`src/rtl/regfile_write_arbiter.sv`:
```
// regfile_write_arbiter
// ---------------------------------------------------------------------------
// Shares the register file's single write port between two writeback
// requesters using round-robin arbitration with valid/ready handshakes. It
// also runs a sequenced clear sweep that writes zero to every register, one
// address per cycle. All write-port outputs come straight from flops.
//
// Parameters:
//   DATA_W       width of write data
//   ADDR_W       width of register address; the sweep covers 2**ADDR_W entries
//   ZERO_PROTECT when non-zero, accepted writes to address 0 are consumed
//                without raising regWrite
//
// Ports:
//   clk         clock, rising edge
//   reset       asynchronous, active-high reset
//   req0_*      requester 0: valid/addr/data in, ready out (combinational)
//   req1_*      requester 1: valid/addr/data in, ready out (combinational)
//   clr_start   level request to start a clear sweep, sampled in IDLE
//   busy        clear sweep in progress (its last write still on the port)
//   regWrite    register file write strobe
//   Rw          register file write address
//   W           register file write data
//   grant_id    requester whose data is on W; 0 for clear writes
// ---------------------------------------------------------------------------
module regfile_write_arbiter #(
    parameter int DATA_W       = 32,
    parameter int ADDR_W       = 5,
    parameter int ZERO_PROTECT = 1
) (
    input  logic              clk,
    input  logic              reset,
    input  logic              req0_valid,
    input  logic [ADDR_W-1:0] req0_addr,
    input  logic [DATA_W-1:0] req0_data,
    output logic              req0_ready,
    input  logic              req1_valid,
    input  logic [ADDR_W-1:0] req1_addr,
    input  logic [DATA_W-1:0] req1_data,
    output logic              req1_ready,
    input  logic              clr_start,
    output logic              busy,
    output logic              regWrite,
    output logic [ADDR_W-1:0] Rw,
    output logic [DATA_W-1:0] W,
    output logic              grant_id
);

    localparam logic [0:0] ST_IDLE  = 1'b0;
    localparam logic [0:0] ST_CLEAR = 1'b1;

    logic [0:0]        state_r;
    logic              prio_r;
    logic [ADDR_W-1:0] clr_cnt_r;

    logic              grant_any_s;
    logic              grant_sel_s;
    logic [ADDR_W-1:0] grant_addr_s;
    logic [DATA_W-1:0] grant_data_s;
    logic              grant_we_s;

    // Arbitration: pick a requester in IDLE unless a clear is being requested
    always_comb begin
        grant_any_s = 1'b0;
        grant_sel_s = 1'b0;
        if ((state_r == ST_IDLE) && !clr_start) begin
            if (req0_valid && req1_valid) begin
                grant_any_s = 1'b1;
                grant_sel_s = prio_r;
            end else if (req0_valid) begin
                grant_any_s = 1'b1;
                grant_sel_s = 1'b0;
            end else if (req1_valid) begin
                grant_any_s = 1'b1;
                grant_sel_s = 1'b1;
            end else begin
                grant_any_s = 1'b0;
                grant_sel_s = 1'b0;
            end
        end else begin
            grant_any_s = 1'b0;
            grant_sel_s = 1'b0;
        end
    end

    // Mux the granted request and decide whether it actually writes
    always_comb begin
        grant_addr_s = req0_addr;
        grant_data_s = req0_data;
        grant_we_s   = 1'b1;
        if (grant_sel_s) begin
            grant_addr_s = req1_addr;
            grant_data_s = req1_data;
        end else begin
            grant_addr_s = req0_addr;
            grant_data_s = req0_data;
        end
        // Address 0 is hard-wired zero in the register file; suppress the strobe
        if ((ZERO_PROTECT != 0) && (grant_addr_s == {ADDR_W{1'b0}})) begin
            grant_we_s = 1'b0;
        end else begin
            grant_we_s = 1'b1;
        end
    end

    // Ready is forced low while reset is held so nothing is consumed
    assign req0_ready = !reset && grant_any_s && !grant_sel_s;
    assign req1_ready = !reset && grant_any_s &&  grant_sel_s;

    // Control state, round-robin pointer, clear counter and write-port flops
    always_ff @(posedge clk or posedge reset) begin
        if (reset) begin
            state_r   <= ST_IDLE;
            prio_r    <= 1'b0;
            clr_cnt_r <= {ADDR_W{1'b0}};
            busy      <= 1'b0;
            regWrite  <= 1'b0;
            Rw        <= {ADDR_W{1'b0}};
            W         <= {DATA_W{1'b0}};
            grant_id  <= 1'b0;
        end else begin
            case (state_r)
                ST_IDLE: begin
                    if (clr_start) begin
                        // The start edge already issues the write for address 0
                        state_r   <= ST_CLEAR;
                        busy      <= 1'b1;
                        regWrite  <= 1'b1;
                        Rw        <= {ADDR_W{1'b0}};
                        W         <= {DATA_W{1'b0}};
                        grant_id  <= 1'b0;
                        clr_cnt_r <= ADDR_W'(1);
                    end else begin
                        busy <= 1'b0;
                        if (grant_any_s) begin
                            regWrite <= grant_we_s;
                            Rw       <= grant_addr_s;
                            W        <= grant_data_s;
                            grant_id <= grant_sel_s;
                            // Whoever was not served gets priority next time
                            prio_r   <= ~grant_sel_s;
                        end else begin
                            regWrite <= 1'b0;
                        end
                    end
                end
                ST_CLEAR: begin
                    busy     <= 1'b1;
                    regWrite <= 1'b1;
                    Rw       <= clr_cnt_r;
                    W        <= {DATA_W{1'b0}};
                    grant_id <= 1'b0;
                    // Leave on the edge that issues the last address so the
                    // next edge can already accept a request
                    if (clr_cnt_r == {ADDR_W{1'b1}}) begin
                        state_r   <= ST_IDLE;
                        clr_cnt_r <= {ADDR_W{1'b0}};
                    end else begin
                        clr_cnt_r <= clr_cnt_r + ADDR_W'(1);
                    end
                end
                default: begin
                    state_r   <= ST_IDLE;
                    clr_cnt_r <= {ADDR_W{1'b0}};
                    busy      <= 1'b0;
                    regWrite  <= 1'b0;
                end
            endcase
        end
    end

endmodule

```
`config.mk`:
```
export PLATFORM = sky130hd
export DESIGN_NAME = regfile_write_arbiter
export DESIGN_NICKNAME = d
export VERILOG_FILES = /design/src/rtl/regfile_write_arbiter.sv
export SDC_FILE = /design/constraint.sdc
export NUM_CORES = 1
export LEC_CHECK = 0
export BUFFER_PORTS_ARGS = -buffer_cell sky130_fd_sc_hd__buf_2
export CAP_MARGIN = 10
export CORE_MARGIN = 5
export CORE_UTILIZATION = 40
export DETAILED_ROUTE_END_ITERATION = 12
export GPL_ROUTABILITY_DRIVEN = 0
export HOLD_SLACK_MARGIN = 0.12
export PLACE_DENSITY_LB_ADDON = 0.25
export SYNTH_ARGS = -nofsm -noshare
export SYNTH_HDL_FRONTEND = slang
export SYNTH_SLANG_ARGS = --single-unit
```
`constraint.sdc`:
```
create_clock -name clk -period 1.6 [get_ports clk]
set_input_delay 0.08 -clock clk [delete_from_list [all_inputs] [get_ports clk]]
set_output_delay 0.08 -clock clk [all_outputs]
set_load 0.05 [all_outputs]
```
After elaboration in Yosys (flattened, before gate mapping). Index checks and enable logic that the tools add are counted.

Add/sub/neg operators: 1. Equal/unequal tests: 3. Muxes and demuxes: 29. Bitwise gates (word level): 3. Reduce and logical (&&, ||, !) cells: 10.

Operators with widths (number): $mux 32 (3); $pmux 32 s2 (1); $mux 5 (5); $pmux 5 s2 (2); $mux 1 (14); $pmux 1 s2 (4); $add 5x1->5 const B (1); $eq 5x5->1 const B (1); $logic_and 1x1->1 (5); $logic_not 5->1 (1); $logic_not 1->1 (3); $ne 3x3->1 const B (1); $not 1->1 (3); $reduce_and 3->1 (1); $ne 2x2->1 const B (1).

Register bits after elaboration: 47. Word-level logic and storage cells: 54.

Longest topological paths before layout. Gate-level depths: netlist of the first run.

Word-level depth: 10. Mapped depth: 7. Mapped depth without buffers: 6.

Least setup slack after synthesis of the first run. Ideal clock, no wire load.

Path type: flip-flop to output port. Start point: reg state_r. End point: out req1_ready. Arrival time: 2.098 ns. Setup slack: -0.578 ns. Cell stages (with the launch flop): 6. Buffers on the path: 2. Cell sequence: dfrtp_1 nor2_4 o21ai_1 buf_2 buf_2 nor3_1.

Word-level cells in the longest chain between the ends: 5.

RTL lines: start, declared (RTL line 52) `logic [0:0] state_r;`; start signal, assigned (RTL line 113) `state_r <= ST_IDLE;`; start signal, assigned (RTL line 126) `state_r <= ST_CLEAR;`; start signal, assigned (RTL line 156) `state_r <= ST_IDLE;`; $not 1->1 (*); $logic_and 1x1->1 (*) (RTL line 66) `if ((state_r == ST_IDLE) && !clr_start) begin`; $mux 1 (RTL line 66); $logic_and 1x1->1 (RTL line 108) `assign req1_ready = !reset && grant_any_s && grant_sel_s;`; $logic_and 1x1->1 (*) (RTL line 108); end, declared (RTL line 40) `output logic req1_ready,`.

Mark *: on every way between the ends. The rest lies on a longest branch, timed or not.

Final worst setup path of the first run.
Start point: in req1_valid. End point: out req1_ready.

Word-level cells in the longest chain between the ends: 6.

RTL lines: start, declared (RTL line 37) `input logic req1_valid,`; $mux 1 (RTL line 73) `end else if (req1_valid) begin`; $mux 1 (RTL line 70) `end else if (req0_valid) begin`; $mux 1 (RTL line 67) `if (req0_valid && req1_valid) begin`; $mux 1 (RTL line 66); $logic_and 1x1->1 (RTL line 108); $logic_and 1x1->1 (*) (RTL line 108).

Marks and branches as above.

==> impl_metrics.tcl, run 1 <==
set metrics [dict create \
    total_power_mw 3.85 \
    worst_pin_slew_ns 0.381 \
    cp.required_ns 1.52 \
    yosysSeqAreaShare_pct 52.9 \
    setup_ws_ns 0.0540 \
    syn_nets 288 \
    fmax_mhz 647 \
    synthCells 207 \
    vias 2351 \
    syn_area_mm2 0.00222 \
    area_delta_synth_final_pct 77.4 \
    final_cell_count_no_fill 494 \
    start_kind "input pin" \
    grt_antenna_before_repair 0 \
    clockBufferDepth 2 \
    num_rows 27 \
    port_buffers 120 \
    ctsHtreeMaxLevel 2 \
    postSynthAreaPerCell_um2 10.7 \
    num-fill-cells 409 \
    postLayoutCoreUtil_pct 72.6 \
    synthFlopType "dfrtp_1" \
    crit_path_max_fanout 6 \
    final-setup-viol-count 0 \
    yosys_warnings 0 \
    multi_input_area_um2 977 \
    yosysTopAreaCell "dfrtp_1" \
    dr.pass1.iters 4 \
    wl_per_cell_um 15.5 \
    ys_top_cells_by_area "dfrtp_1 53%, mux2i_1 17%, o21ai_1 8.8%" \
    drc_errors 0 \
    cts_sinks 47 \
    nNetsFinal 502 \
    path_clk_slew_ns 0.09 \
    wl_um 7640 \
    track_usage_pct 21.7 \
    synth_top_cell_area_share_pct 52.9 \
    hold_viol 0 \
    die_w_um 84.6 \
    drive_above_1_share_pct 37.9 \
    dieArea_mm2 0.00715 \
    first_iter_violations 70 \
    grt_pass1_wl_um 12500 \
    max_cap_viol_count 0 \
    post-synth-top-count-cell "dfrtp_1" \
    worstSkewPairLatency_ns 0.30 \
    dp.cells 396 \
    hold_class "in2reg" \
    p_leak_nw 2.08 \
    core_mm2 0.00544 \
    hold_path_depth 3 \
    critPathArrivalTime_ns 1.47 \
    synthTopCellsByCount "47 x dfrtp_1, 39 x o21ai_1, 37 x mux2i_1" \
    cts_buffers 5 \
    cts_tree "built" \
    viasPerCell 4.76 \
    place_area_mm2 0.00295 \
    dp_worst_setup_slack_ns 0.0276 \
    finalMaxSlewViolations 0 \
    start_util_pct 40.9 \
    root_buffer "clkbuf_8" \
    ir_drop_v 0.000644 \
    cp-end-kind "primary output" \
    path_class "in2out" \
    drtAntennaViolNets 0 \
    slew_headroom_pct 74.6 \
    die_h_um 84.6 \
    rsz0062_at_grt "true" \
    status "completed" \
    finish.instance_area_mm2 0.00395 \
    hpwl_um 4460 \
    diodes 0 \
    async_reset_ff_share_pct 100 \
    grt_pass1_vias 2583 \
    synthDistinctLibCells 29 \
    overflow 0 \
    p_per_area_mw_per_mm2 975 \
    reg2reg_depth 6 \
    grt_max_degree 29 \
    skew_ns 0.00902 \
    fin_crit_ns 1.55 \
    fin_crit_sh_pct 96.6 \
    num_io_pins 121 \
    ys_seq_elements 47 \
    synth-edff-count 0 \
    register_area_mm2 0.00118 \
]
registers in the layout, summed over array words and instances, names as in the netlist:
register,cells
W,32
Rw,5
clr_cnt_r,5
busy,1
grant_id,1
prio_r,1
regWrite,1
state_r,1
worst max-delay path, cell delays in order:
cell and delay, ns:
dlygate4sd3_1 0.54, clkbuf_4 0.19, o21ai_4 0.09, buf_12 0.14, buf_12 0.12, nor3_2 0.09, buf_4 0.21
final timing paths:
kind	slack [ns]	end	startpoint
max	0.05	req1_ready	req1_valid
min	0.14	busy	clr_start
max reg2reg	0.10	clr_cnt_r[3]	clr_cnt_r[1]
min reg2reg	0.48	W[4]	W[4]
max in group asynchronous	0.64	W[23]	reset
min in group asynchronous	0.35	prio_r	reset
cell usage in the layout (no fill, tap or decap), types with 3 or more instances in the layout:
master	n
mux2i_1	37
a22oi_1	5
inv_2	3
dlygate4sd3_1	77
clkbuf_8	7
buf_4	21
o21ai_1	39
dfrtp_1	47
nand2_1	35
o21ai_0	3
buf_12	3
buf_2	117
stage by stage:
step | TNS, ns | hold WS (ns)
CTS | -0.0119 | 0.122
floorplan | -0.304 | 0.184
global placement | 0 | 0.105
detailed placement | 0 | 0.114
finish | 0 | 0.144
global route | -0.0192 | 0.151
power by group:
group          switching [mW]  leakage [nW]  total [mW]  internal [mW]
logic                   0.856          1.41        1.57          0.715
registers               0.137         0.619        1.51           1.37
clock network           0.376        0.0515       0.771          0.395
total                    1.37          2.08        3.85           2.48
layer usage:
metal | GRT usage, % | routed length [um] | vias to the layer above
met5 | 0 | 0 | -
met4 | 6.91 | 206 | 0
met3 | 6.08 | 479 | 21
met2 | 40.6 | 4160 | 87
met1 | 23.4 | 2790 | 1086
li1 | - | - | 1157
logic make-up (layout without fill, tap and decap cells):
kind of cell	Yosys count	in the layout	synth area share, %
DFF	47	47	52.9
muxes	37	37	16.6
adders and majority gates	2	2	1.12
xor gates and xnor gates	1	1	0.394
AOI/OAI and AO/OA	56	56	14.3
and+or+nand+nor	48	48	10.1
buffers and inverters	16	231	4.55
cell type report:
class	count	area share (%)
sequential	47	29.8
clock buffer	8	2.54
multi-input combinational	144	24.8
tap	72	2.28
timing repair buffer	220	40.3
inverter	3	0.285
repair_timing:
item | CTS | global route
endpoints found under the setup margin | 2 | 4
hold endpoints to repair | 55 | 0
gates resized for setup | 3 | 3
buffers inserted | 0 | 13
pin swaps | 1 | 2
hold buffers | 77 | 0
Power figures use the tool's default switching activity.
==> run 2, diff against run 1 <==
--- a/config.mk
+++ b/config.mk
@@ -12,7 +12,7 @@
 export DETAILED_ROUTE_END_ITERATION = 12
 export GPL_ROUTABILITY_DRIVEN = 0
 export HOLD_SLACK_MARGIN = 0.12
-export PLACE_DENSITY_LB_ADDON = 0.25
+export PLACE_DENSITY = 0.87
 export SYNTH_ARGS = -nofsm -noshare
 export SYNTH_HDL_FRONTEND = slang
 export SYNTH_SLANG_ARGS = --single-unit
==> run 2 against run 1 <==
Against the previous run: die area did not move; non-clock buffer count fell by 12; critical path depth shrank 1; maximum frequency shrank 1.1%; highest routed layer unchanged.
==> impl_metrics.tcl, run 2 (synthesis results as in run 1) <==
set metrics [dict create \
    start_util_pct 40.9 \
    root_buffer "clkbuf_8" \
    overflow 0 \
    rsz0062_at_grt "true" \
    cts_buffers 5 \
    hold_viol 0 \
    worst_pin_slew_ns 0.351 \
    vias 2389 \
    cts_sinks 47 \
    slew_headroom_pct 76.6 \
    skew_ns 0.00801 \
    final_cell_count_no_fill 482 \
    fin_crit_ns 1.56 \
    final_cell_mix "117 x buf_2, 76 x dlygate4sd3_1, 47 x dfrtp_1, 38 x o21ai_1, 37 x mux2i_1" \
    start_kind "input pin" \
    status "completed" \
    postLayoutCoreUtil_pct 70.6 \
    drtAntennaViolNets 0 \
    cp.required_ns 1.52 \
    worstSkewPairLatency_ns 0.29 \
    die_w_um 84.6 \
    num-fill-cells 420 \
    fmax_mhz 640 \
    ir_drop_v 0.000519 \
    track_usage_pct 23.0 \
    p_leak_nw 2.02 \
    finalMaxSlewViolations 0 \
    port_buffers 120 \
    dp.cells 396 \
    num_rows 27 \
    clockBufferDepth 2 \
    drive_above_1_share_pct 36.7 \
    ctsHtreeMaxLevel 2 \
    grt_max_degree 41 \
    hold_class "in2reg" \
    fin_crit_sh_pct 97.7 \
    reg.largest.list "W (32), Rw (5), clr_cnt_r (5)" \
    dr.pass1.iters 4 \
    cp-end-kind "primary output" \
    largest_reg_flops 32 \
    first_iter_violations 111 \
    hpwl_um 4580 \
    core_mm2 0.00544 \
    critPathArrivalTime_ns 1.48 \
    wl_per_cell_um 16.5 \
    area_delta_synth_final_pct 72.7 \
    crit_path_max_fanout 7 \
    largest_register "W" \
    grt_pass1_vias 2657 \
    wl_um 7960 \
    die_h_um 84.6 \
    p_per_area_mw_per_mm2 970 \
    grt_pass1_wl_um 13200 \
    final_common_cell "buf_2" \
    final-setup-viol-count 0 \
    viasPerCell 4.96 \
    path_clk_slew_ns 0.08 \
    dieArea_mm2 0.00715 \
    setup_ws_ns 0.0366 \
    max_cap_viol_count 0 \
    num_io_pins 121 \
    dp_worst_setup_slack_ns 0.0137 \
    fin_setup_tns_ns 0 \
    nNetsFinal 490 \
    grt_antenna_before_repair 0 \
    cts_tree "built" \
    drc_errors 0 \
    path_class "in2out" \
]
[run 2: final timing paths]
| path | start | end | slack [ns] | depth (start not counted) |
|---|---|---|---|---|
| max | req1_valid | req1_ready | 0.04 | 6 |
| min | req0_addr[4] | Rw[4] | 0.13 | 3 |
| max reg2reg | clr_cnt_r[1] | clr_cnt_r[3] | 0.11 | 6 |
| min reg2reg | W[26] | W[26] | 0.49 | 2 |
| max in group asynchronous | reset | W[23] | 0.85 | 4 |
| min in group asynchronous | reset | W[8] | 0.28 | 3 |
[run 2: what timing repair did]
| action | CTS | global route |
|---|---|---|
| endpoints found under the hold margin | 87 | 0 |
| pin swaps | 1 | 2 |
| setup buffers | 0 | 2 |
| endpoints found under the setup margin | 3 | 3 |
| gates resized for setup | 3 | 5 |
| hold buffers | 76 | 0 |
[run 2: cell type report]
type | count | area (um2) | area share [%]
Antenna cell | 1 | 2.50 | 0.0651
Multi-Input combinational cell | 144 | 987 | 25.7
Clock buffer | 6 | 82.6 | 2.15
Clock inverter | 1 | 5.00 | 0.130
Tap cell | 72 | 90.1 | 2.34
Timing Repair Buffer | 208 | 1490 | 38.7
Sequential cell | 47 | 1180 | 30.6
Inverter | 3 | 11.3 | 0.293
[run 2: report_power, final]
group | internal [mW] | total (mW) | switching (mW)
registers | 1.37 | 1.51 | 0.137
logic | 0.649 | 1.51 | 0.866
clock network | 0.339 | 0.706 | 0.366
total | 2.36 | 3.73 | 1.37
[run 2: per-stage QoR]
stage                     total power, mW  hold WS [ns]  cell area (um2)
final                                3.73         0.127             3840
after global routing                 3.96         0.146             3840
after CTS                            3.70         0.120             3800
after detailed placement             2.84        0.0277             2950
after global placement               2.80        0.0230             2950
after floorplan                      2.46         0.184             2230
[run 2: critical path, cell delays in order]
cell and delay, ns:
dlygate4sd3_1 0.54, clkbuf_4 0.20, o21ai_4 0.11, buf_4 0.20, nor3_4 0.16, buf_6 0.19
[run 2: layer usage]
metal	routed length, um	up-vias	GRT usage (%)
met1	2740	1130	24.2
met5	0	-	0
met2	4470	102	42.6
met4	303	0	9.93
met3	448	27	6.08
li1	-	1130	-
==> run 3, diff against run 2 <==
--- a/config.mk
+++ b/config.mk
@@ -12,7 +12,7 @@
 export DETAILED_ROUTE_END_ITERATION = 12
 export GPL_ROUTABILITY_DRIVEN = 0
 export HOLD_SLACK_MARGIN = 0.12
-export PLACE_DENSITY = 0.87
+export PLACE_DENSITY = 0.81
 export SYNTH_ARGS = -nofsm -noshare
 export SYNTH_HDL_FRONTEND = slang
 export SYNTH_SLANG_ARGS = --single-unit
==> run 3 against run 2 <==
Against the previous run: sequential power barely moved; register-to-register slack worse by 0.03 ns; critical path depth is the same; combinational power barely moved; global-route usage is 0.90 points lower; worst setup slack improved by 0.047 ns; clock power fell by 8.5%; largest power group unchanged; sequential share of layout area about the same; core utilization down 0.11 points; highest routed layer unchanged; clock-buffer cell count did not move; wire length is 2.8% lower.
==> impl_metrics.tcl, run 3 (synthesis results as in run 1) <==
set metrics [dict create \
    hold_path_depth 3 \
    final-setup-viol-count 0 \
    status "completed" \
    grt_max_degree 34 \
    m1WireLength_um 2830 \
    top_layer "met4" \
    path_clk_slew_ns 0.08 \
    path_class "reg2reg" \
    wl_met2_um 4270 \
    holdPathEnd "clr_cnt_r[4]" \
    largest_reg_flops 32 \
    num_rows 27 \
    cpLargestDelayFamily "adder cells" \
    reg.largest.list "W (32), Rw (5), clr_cnt_r (5)" \
    core_mm2 0.00544 \
    max_cap_viol_count 0 \
    slew_headroom_pct 76.6 \
    port_buffers 120 \
    fin_crit_sh_pct 94.7 \
    track_usage_pct 22.1 \
    grt_pass1_vias 2664 \
    drive_above_1_share_pct 36.3 \
    hpwl_um 4380 \
    start_util_pct 40.9 \
    fin_crit_ns 1.52 \
    p_leak_nw 2.01 \
    critPathArrivalTime_ns 1.75 \
    crit_top_cell "ha_1" \
    viasPerCell 4.92 \
    nNetsFinal 492 \
    die_h_um 84.6 \
    fmax_mhz 660 \
    ctsHtreeMaxLevel 2 \
    cp-end-kind "flop" \
    cpMaxStageDelayCell "dfrtp_1" \
    rsz0062_at_grt "false" \
    p_per_area_mw_per_mm2 952 \
    wl_um 7730 \
    worst_pin_slew_ns 0.350 \
    whs_ns 0.131 \
    worstSkewPairLatency_ns 0.29 \
    hold_class "in2reg" \
    dieArea_mm2 0.00715 \
    r2r_start "clr_cnt_r[1]" \
    timing.hold.worst.start "clr_start" \
    drtAntennaViolNets 0 \
    critPathBufInv 0 \
    reg2reg_depth 6 \
    cts_tree "built" \
    worst-r2r-setup-slack_ns 0.08 \
    num-fill-cells 399 \
    skew_ns 0.00396 \
    finalMaxSlewViolations 0 \
    diodes 0 \
    grt_antenna_before_repair 0 \
    root_buffer "clkbuf_8" \
    cts_sinks 47 \
    dp.cells 395 \
    vias 2373 \
    area_delta_synth_final_pct 72.4 \
    final_cell_mix "118 x buf_2, 76 x dlygate4sd3_1, 47 x dfrtp_1, 39 x o21ai_1, 37 x mux2i_1" \
    final_cell_count_no_fill 482 \
    dr.pass1.iters 4 \
    largest_register "W" \
    drc_errors 0 \
    ir_drop_v 0.000649 \
    max_stage_delay_ns 0.42 \
    die_w_um 84.6 \
    route.met3.wl_um 441 \
    final_common_cell "buf_2" \
    cp.required_ns 1.83 \
    crit_chain "ha_1, and3_1, ha_1, nand2b_4, o21ai_1, a22o_1" \
    first_iter_violations 74 \
    reg2reg_to "clr_cnt_r[3]" \
    cts_buffers 5 \
    hold_viol 0 \
    num_io_pins 121 \
    grt_pass1_wl_um 12800 \
    wl_per_cell_um 16.0 \
    start_kind "flop" \
    overflow 0 \
    crit_path_max_fanout 4 \
    clockBufferDepth 2 \
]
run 3: report_power, final:
part           internal [mW]  switching [mW]  total (mW)
registers               1.37           0.142        1.51
clock network          0.292           0.354       0.646
logic                  0.647           0.846        1.49
total                   2.31            1.34        3.65
run 3: worst min-delay path, cell delays in order:
cell,delay (ns)
buf_2,0.12
nand2b_1,0.10
o21ai_0,0.07
run 3: worst max-delay path by stage:
stage	startpoint	endpoint	slack, ns	cells past startpoint
2_1_floorplan	state_r	req0_ready	-0.15	5
3_3_place_gp	clr_cnt_r[1]	clr_cnt_r[3]	0.11	6
3_5_place_dp	clr_cnt_r[1]	clr_cnt_r[3]	0.04	6
4_1_cts	req1_valid	req0_ready	0.008	5
5_1_grt	state_r	Rw[2]	0.01	7
6_report	clr_cnt_r[1]	clr_cnt_r[3]	0.08	6
run 3: area by class of cell:
cell class	count	area, um2	share of cell area (%)
sequential	47	1180	30.7
inverter	3	11.3	0.294
multi-input combinational	144	977	25.5
tap	72	90.1	2.35
timing repair buffer	210	1510	39.3
clock buffer	6	72.6	1.89
run 3: what timing repair did:
item / in CTS / in global routing
resized for setup: 2 / 2
pin swaps: 1 / 1
buffers inserted: 1 / 4
endpoints found under the hold margin: 85 / 0
hold buffers: 76 / 0
endpoints found under the setup margin: 2 / 29
run 3: layer usage:
metal	global-route usage (%)	up-vias
li1	-	1134
met1	23.1	1131
met2	42.8	92
met3	5.10	16
met4	7.34	0
met5	0	-
run 3: through the flow:
stage / setup TNS [ns] / setup slack (ns) / total power, mW / area, um2 / util, %
finish: 0 / 0.0840 / 3.65 / 3840 / 70.5
global route: 0 / 0.0141 / 3.86 / 3840 / 70.5
CTS: 0 / 0.00797 / 3.64 / 3800 / 69.8
detailed placement: 0 / 0.0393 / 2.84 / 2950 / 54.3
global placement: 0 / 0.111 / 2.81 / 2950 / 54.3
floorplan: -0.304 / -0.154 / 2.46 / 2230 / -
